[src/rtl/oled_fb_pkg.sv]
// Shared types for the OLED framebuffer arbiter:
// address width, FSM states and the camera write record.
package oled_fb_pkg;

    localparam int unsigned X_BITS     = 7;
    localparam int unsigned Y_BITS     = 7;
    localparam int unsigned ADDR_BITS  = X_BITS + Y_BITS;
    localparam int unsigned COLOR_BITS = 16;

    typedef enum logic [1:0] {
        IDLE,
        RD,
        CAP
    } fb_state_t;

    typedef struct packed {
        logic [ADDR_BITS-1:0]  addr;
        logic [COLOR_BITS-1:0] color;
    } fb_wr_t;

endpackage

[src/rtl/oled_fb_wr_fifo.sv]
// Small synchronous FIFO buffering camera writes;
// ready is registered and already reflects a same-cycle pop.
module oled_fb_wr_fifo #(
    parameter int DEPTH = 4,
    parameter int WIDTH = 30
) (
    input  logic             clk,
    input  logic             resn,
    input  logic             push,
    input  logic             pop,
    input  logic [WIDTH-1:0] wdata,
    output logic [WIDTH-1:0] rdata,
    output logic             empty,
    output logic             full,
    output logic             ready
);

    localparam int PW = $clog2(DEPTH);
    localparam int CW = PW + 1;

    logic [WIDTH-1:0] mem [DEPTH];
    logic [PW-1:0]    wr_ptr;
    logic [PW-1:0]    rd_ptr;
    logic [CW-1:0]    count;
    logic [CW-1:0]    count_d;

    assign empty = (count == '0);
    assign full  = (count == CW'(DEPTH));
    assign rdata = mem[rd_ptr];

    always_comb begin
        count_d = count + CW'(push) - CW'(pop);
    end

    always_ff @(posedge clk or negedge resn) begin
        if (!resn) begin
            wr_ptr <= '0;
            rd_ptr <= '0;
            count  <= '0;
            ready  <= 1'b0;
        end else begin
            if (push) wr_ptr <= wr_ptr + PW'(1);
            if (pop)  rd_ptr <= rd_ptr + PW'(1);
            count <= count_d;
            ready <= (count_d != CW'(DEPTH));
        end
    end

    always_ff @(posedge clk) begin
        if (push) mem[wr_ptr] <= wdata;
    end

endmodule

[src/rtl/oled_fb_arbiter.sv]
// Single-port framebuffer arbiter: display reads win with a fixed
// 3-cycle latency, camera writes drain through a FIFO into idle slots.
module oled_fb_arbiter
    import oled_fb_pkg::*;
#(
    parameter int c_x_bits     = 7,
    parameter int c_y_bits     = 7,
    parameter int c_color_bits = 16,
    parameter int c_fifo_depth = 4
) (
    input  logic                         clk,
    input  logic                         resn,
    input  logic [c_x_bits-1:0]          disp_x,
    input  logic [c_y_bits-1:0]          disp_y,
    input  logic                         disp_next,
    output logic [c_color_bits-1:0]      disp_color,
    input  logic                         cam_valid,
    output logic                         cam_ready,
    input  logic [c_x_bits-1:0]          cam_x,
    input  logic [c_y_bits-1:0]          cam_y,
    input  logic [c_color_bits-1:0]      cam_color,
    output logic [c_x_bits+c_y_bits-1:0] mem_addr,
    output logic                         mem_we,
    output logic [c_color_bits-1:0]      mem_wdata,
    input  logic [c_color_bits-1:0]      mem_rdata,
    output logic                         rd_overrun,
    output logic [15:0]                  wr_stall_cnt
);

    localparam int AW = c_x_bits + c_y_bits;
    localparam int EW = $bits(fb_wr_t);

    fb_state_t         state;
    fb_state_t         state_d;
    fb_wr_t            wr_in;
    fb_wr_t            wr_head;
    logic [EW-1:0]     head_bits;
    logic              fifo_empty;
    logic              fifo_full;
    logic              push;
    logic              pop;
    logic              wr_ok;
    logic              pend_vld;
    logic              pend_d;
    logic [AW-1:0]     pend_addr;
    logic [AW-1:0]     cur_addr;
    logic [AW-1:0]     addr_d;
    logic              we_d;
    logic [c_color_bits-1:0] wdata_d;

    assign cur_addr = {disp_y, disp_x};
    assign wr_in    = '{addr: {cam_y, cam_x}, color: cam_color};
    assign wr_head  = fb_wr_t'(head_bits);
    assign push     = cam_valid && cam_ready && !fifo_full;

    oled_fb_wr_fifo #(
        .DEPTH (c_fifo_depth),
        .WIDTH (EW)
    ) u_fifo (
        .clk   (clk),
        .resn  (resn),
        .push  (push),
        .pop   (pop),
        .wdata (wr_in),
        .rdata (head_bits),
        .empty (fifo_empty),
        .full  (fifo_full),
        .ready (cam_ready)
    );

    always_ff @(posedge clk or negedge resn) begin
        if (!resn) state <= IDLE;
        else       state <= state_d;
    end

    always_comb begin
        state_d = state;
        addr_d  = mem_addr;
        we_d    = 1'b0;
        wdata_d = mem_wdata;
        pend_d  = pend_vld;
        wr_ok   = 1'b0;
        pop     = 1'b0;
        unique case (state)
            IDLE: begin
                if (disp_next) begin
                    state_d = RD;
                    addr_d  = cur_addr;
                end else begin
                    wr_ok = !fifo_empty;
                end
            end
            RD: begin
                state_d = CAP;
                pend_d  = pend_vld | disp_next;
                wr_ok   = !fifo_empty;
            end
            CAP: begin
                pend_d = 1'b0;
                if (disp_next || pend_vld) begin
                    state_d = RD;
                    addr_d  = disp_next ? cur_addr : pend_addr;
                end else begin
                    state_d = IDLE;
                    wr_ok   = !fifo_empty;
                end
            end
            default: state_d = IDLE;
        endcase
        if (wr_ok) begin
            addr_d  = wr_head.addr;
            we_d    = 1'b1;
            wdata_d = wr_head.color;
            pop     = 1'b1;
        end
    end

    always_ff @(posedge clk or negedge resn) begin
        if (!resn) begin
            mem_addr   <= '0;
            mem_we     <= 1'b0;
            mem_wdata  <= '0;
            disp_color <= '0;
            pend_vld   <= 1'b0;
            pend_addr  <= '0;
            rd_overrun <= 1'b0;
        end else begin
            mem_addr  <= addr_d;
            mem_we    <= we_d;
            mem_wdata <= wdata_d;
            pend_vld  <= pend_d;
            // latest coordinate always wins a re-issue
            if (disp_next) pend_addr <= cur_addr;
            if (state == CAP) disp_color <= mem_rdata;
            if (disp_next && state != IDLE) rd_overrun <= 1'b1;
        end
    end

    always_ff @(posedge clk or negedge resn) begin
        if (!resn) begin
            wr_stall_cnt <= '0;
        end else if (cam_valid && !cam_ready && wr_stall_cnt != 16'hFFFF) begin
            wr_stall_cnt <= wr_stall_cnt + 16'd1;
        end
    end

endmodule

[config.mk]
export PLATFORM = sky130hd
export DESIGN_NAME = oled_fb_arbiter
export DESIGN_NICKNAME = d
export VERILOG_FILES = /design/src/rtl/oled_fb_pkg.sv /design/src/rtl/oled_fb_wr_fifo.sv /design/src/rtl/oled_fb_arbiter.sv
export SDC_FILE = /design/constraint.sdc
export NUM_CORES = 1
export LEC_CHECK = 0
export BUFFER_PORTS_ARGS = -buffer_cell sky130_fd_sc_hd__buf_4
export CELL_PAD_IN_SITES_DETAIL_PLACEMENT = 1
export CELL_PAD_IN_SITES_GLOBAL_PLACEMENT = 2
export CORE_UTILIZATION = 25
export DETAILED_ROUTE_END_ITERATION = 16
export GPL_ROUTABILITY_DRIVEN = 0
export PLACE_DENSITY_LB_ADDON = 0.05
export SYNTH_ARGS = -nofsm -noshare
export SYNTH_HDL_FRONTEND = slang
export SYNTH_SLANG_ARGS = --single-unit
[constraint.sdc]
create_clock -name clk -period 4.1 [get_ports clk]
set_input_delay 0.41 -clock clk [delete_from_list [all_inputs] [get_ports clk]]
set_output_delay 0.41 -clock clk [all_outputs]
set_load 0.02 [all_outputs]
==> impl_metrics.csv <==
group,metric,value,unit
route,drt-initial-drc-count,158,
sta,min_period,2.74,ns
worst_setup_path,crit_family,"adder cells",
route,drc_errors,0,
synthesis,synthXorXnorAreaFrac,1.56,%
sta,fmax,0.364,GHz
cts,root_buffer,"clkbuf_16",
cts,clock_sinks,209,
synthesis,syn_area,8430,sq um
worst_setup_path,crit_buf_inv,4,
floorplanning,coreArea,32900,sq um
layout,final_util,32.7,%
worst_setup_path,cpMaxStageDelayCell,"dfrtp_1",
cts,post_cts_buffers,0,
global_route,antenna_found_initial,0,
global_route,grt_overflow,0,
layout,syn_to_final_growth,27.4,%
floorplanning,die_y,186,um
sta,timing.hold.ws,0.0787,ns
cts,cts_resized,0,
synthesis,synth-seq-area-share,69.1,%
cts,cts_tree,"built",
global_route,grt_pass1_wl,30400,um
route,top_layer_used,"met4",
worst_setup_path,startpoint_type,"flip-flop",
floorplanning,start_util,25.7,%
worst_setup_path,rr_endpoint,"u_fifo.ready",
route,ant_nets,0,
layout,finalNonFillerCells,1064,
sta,drv_slew,0,
floorplanning,row_count,66,
cts,cts_buffers,25,
global_route,grt_max_degree,44,
job,maxCapViolCount,0,
worst_setup_path,cp_max_fo,20,
synthesis,synth_top_area_share,42.7,%
placed_design,place_ws,1.33,ns
cts,clock_latency,0.53,ns
power_and_ir_drop,powerDensity,754,nW/um^2
power_and_ir_drop,vdd_drop_max,0.347,mV
route,drt-met1-wl,8280,um
hold_path,min_to,"u_fifo.mem[2][11]",
route,dr_wl_met2,9920,um
worst_setup_path,required,4.51,ns
worst_setup_path,criticalPathCategory,"reg2reg",
worst_setup_path,arrival,3.15,ns
route,routed_via_density,4.29,
worst_setup_path,r2r_start,"state[0]",
sta,slew_headroom,36.7,%
layout,layout-drive-gt1-share,48.6,%
floorplanning,dieArea,34500,sq um
synthesis,syn_inst,457,
layout,nets,680,
route,wire_per_inst,18.7,um
route,vias,4560,
cts,cts.path.max_buffers,3,
synthesis,yosysUniqueCellTypes,42,
synthesis,synth-simple-area-share,4.27,%
sta,finalHoldViolations,0,
sta,period_share,66.9,%
worst_setup_path,r2r_cells,14,
cts,htreeDepth,1,
worst_setup_path,crit_path_end_kind,"flip-flop",
synthesis,synth_top_cells_by_area,"edfxtp_1, dfrtp_1, mux2_2",
layout,layout_common_cells,"buf_4, edfxtp_1, dfrtp_1",
synthesis,ys_seq_elements,209,
cts,clkTransAtPathRegs,0.06,ns
hold_path,hp-class,"in2reg",
synthesis,synth-adder-area-share,2.02,%
synthesis,yosys_warnings,0,
sta,tightest_slew,0.950,ns
worst_setup_path,cpPeakStageDelay,0.41,ns
route,routed_wl,19900,um
hold_path,hold_depth,1,
sta,finalSetupViolCount,0,
hold_path,hp-start,"cam_color[11]",
sta,rsz0062_at_grt,"no",
layout,layout_commonest_cell,"buf_4",
layout,insertedDiodeCount,0,
synthesis,syn-num-nets,534,
synthesis,avgSynthCellArea,18.5,sq um
placed_design,dp_hpwl,12600,um
placed_design,port_buffers,128,
cts,hold_buffers,1,
synthesis,synth.area.mux_share,20.2,%
route,first_pass_iters,4,
power_and_ir_drop,leakage,0.00411,uW
worst_setup_path,r2r_slack,1.36,ns
sta,fin_tns_setup,0,ns
global_route,grt_usage,11.8,%
synthesis,synth_top_family_by_area,"multiplexers",
worst_setup_path,path_cells,"inv_1 -> ha_1 -> buf_4 -> nand2b_1 -> a21oi_1 -> o21ai_4 -> inv_1 -> ha_1 -> inv_1 -> ha_1 -> fa_1 -> xnor2_1 -> xnor2_1 -> nand2_1",
sta,fin_ws,1.36,ns
global_route,grt_pass1_vias,5057,
floorplanning,ios,129,
status,run_status,"finished clean",
sta,skew,0.0135,ns
floorplanning,die_w,186,um
route,wl_met3,1190,um
synthesis,yosysTopAreaCell,"edfxtp_1",
placed_design,place_inst,1017,
synthesis,synth_compound_area_share,1.28,%
[stage by stage]
step / total power [uW] / instance area (sq um)
finish: 8100 / 10700
global route: 8610 / 10700
CTS: 8330 / 10700
detailed placement: 6090 / 9920
global placement: 6030 / 9920
floorplan: 5000 / 8430
[power by group]
group / internal (uW) / switching [uW]
Clock: 1310 / 869
Combinational: 1380 / 1330
Sequential: 2840 / 382
[cell families (layout without fill, tap and decap cells)]
logic type	count (synthesis)	in the layout
XOR/XNOR	15	15
AO/OA/AOI/OAI	16	16
multiplexers	121	121
AND/OR/NAND/NOR	56	56
buffers and inverters	27	192
adder cells (fa/ha/maj)	13	13
flip-flops	209	209
[metal layers]
layer,up-vias,global-route usage [%]
met5,-,0
met4,0,3.38
met1,2368,14.6
li1,2049,-
met3,28,2.78
met2,115,20.4
[synthesized netlist by cell type]
cell,number
fa_1,1
and2_1,5
and4_1,1
nand2_1,9
o21a_1,1
a31oi_1,5
a21o_1,1
buf_2,7
nor2_1,5
nand2b_1,4
xor2_1,6
nor4_2,1
buf_1,2
o22a_4,1
nor4_4,1
nand4_1,5
nand3_1,10
nand2b_4,1
edfxtp_1,120
inv_1,11
clkbuf_1,4
buf_6,3
ha_1,12
o211ai_1,1
and3_1,3
dfrtp_1,89
mux4_2,30
o22ai_1,1
xnor2_1,9
nand4_4,1
nor2b_1,2
o21ai_1,1
mux2_1,5
nor3_1,3
a21oi_1,3
o21ai_0,2
or4_4,1
nor3_2,1
and4_2,1
mux2_2,86
nor4b_1,1
nor4_1,1
[flip-flops by register name, summed over array words and instances (netlist names)]
register	count
u_fifo.wr_ptr	2
pend_vld	1
disp_color	16
mem_we	1
wr_stall_cnt	16
pend_addr	14
state	2
rd_overrun	1
u_fifo.ready	1
mem_wdata	16
mem_addr	14
u_fifo.mem	120
u_fifo.count	3
u_fifo.rd_ptr	2
[worst max path at each step]
stage,startpoint,to,slack [ns],cells past startpoint
after floorplan,state[0],u_fifo.ready,1.23,15
after global placement,state[0],u_fifo.ready,1.37,14
after detailed placement,state[0],u_fifo.ready,1.33,14
after CTS,state[0],u_fifo.ready,1.32,14
after global routing,state[0],u_fifo.ready,1.12,14
final,state[0],u_fifo.ready,1.36,14
[cell type report]
| type | instances | area (sq um) |
|---|---|---|
| clock buffers | 40 | 742 |
| clock inverters | 6 | 72.6 |
| fillers | 3425 | 22100 |
| inverters | 11 | 41.3 |
| multi-input cells | 221 | 2490 |
| flip-flops and latches | 209 | 5830 |
| well taps | 442 | 553 |
| repair buffers | 135 | 1020 |
No activity file was read; power rests on OpenSTA's default activity.
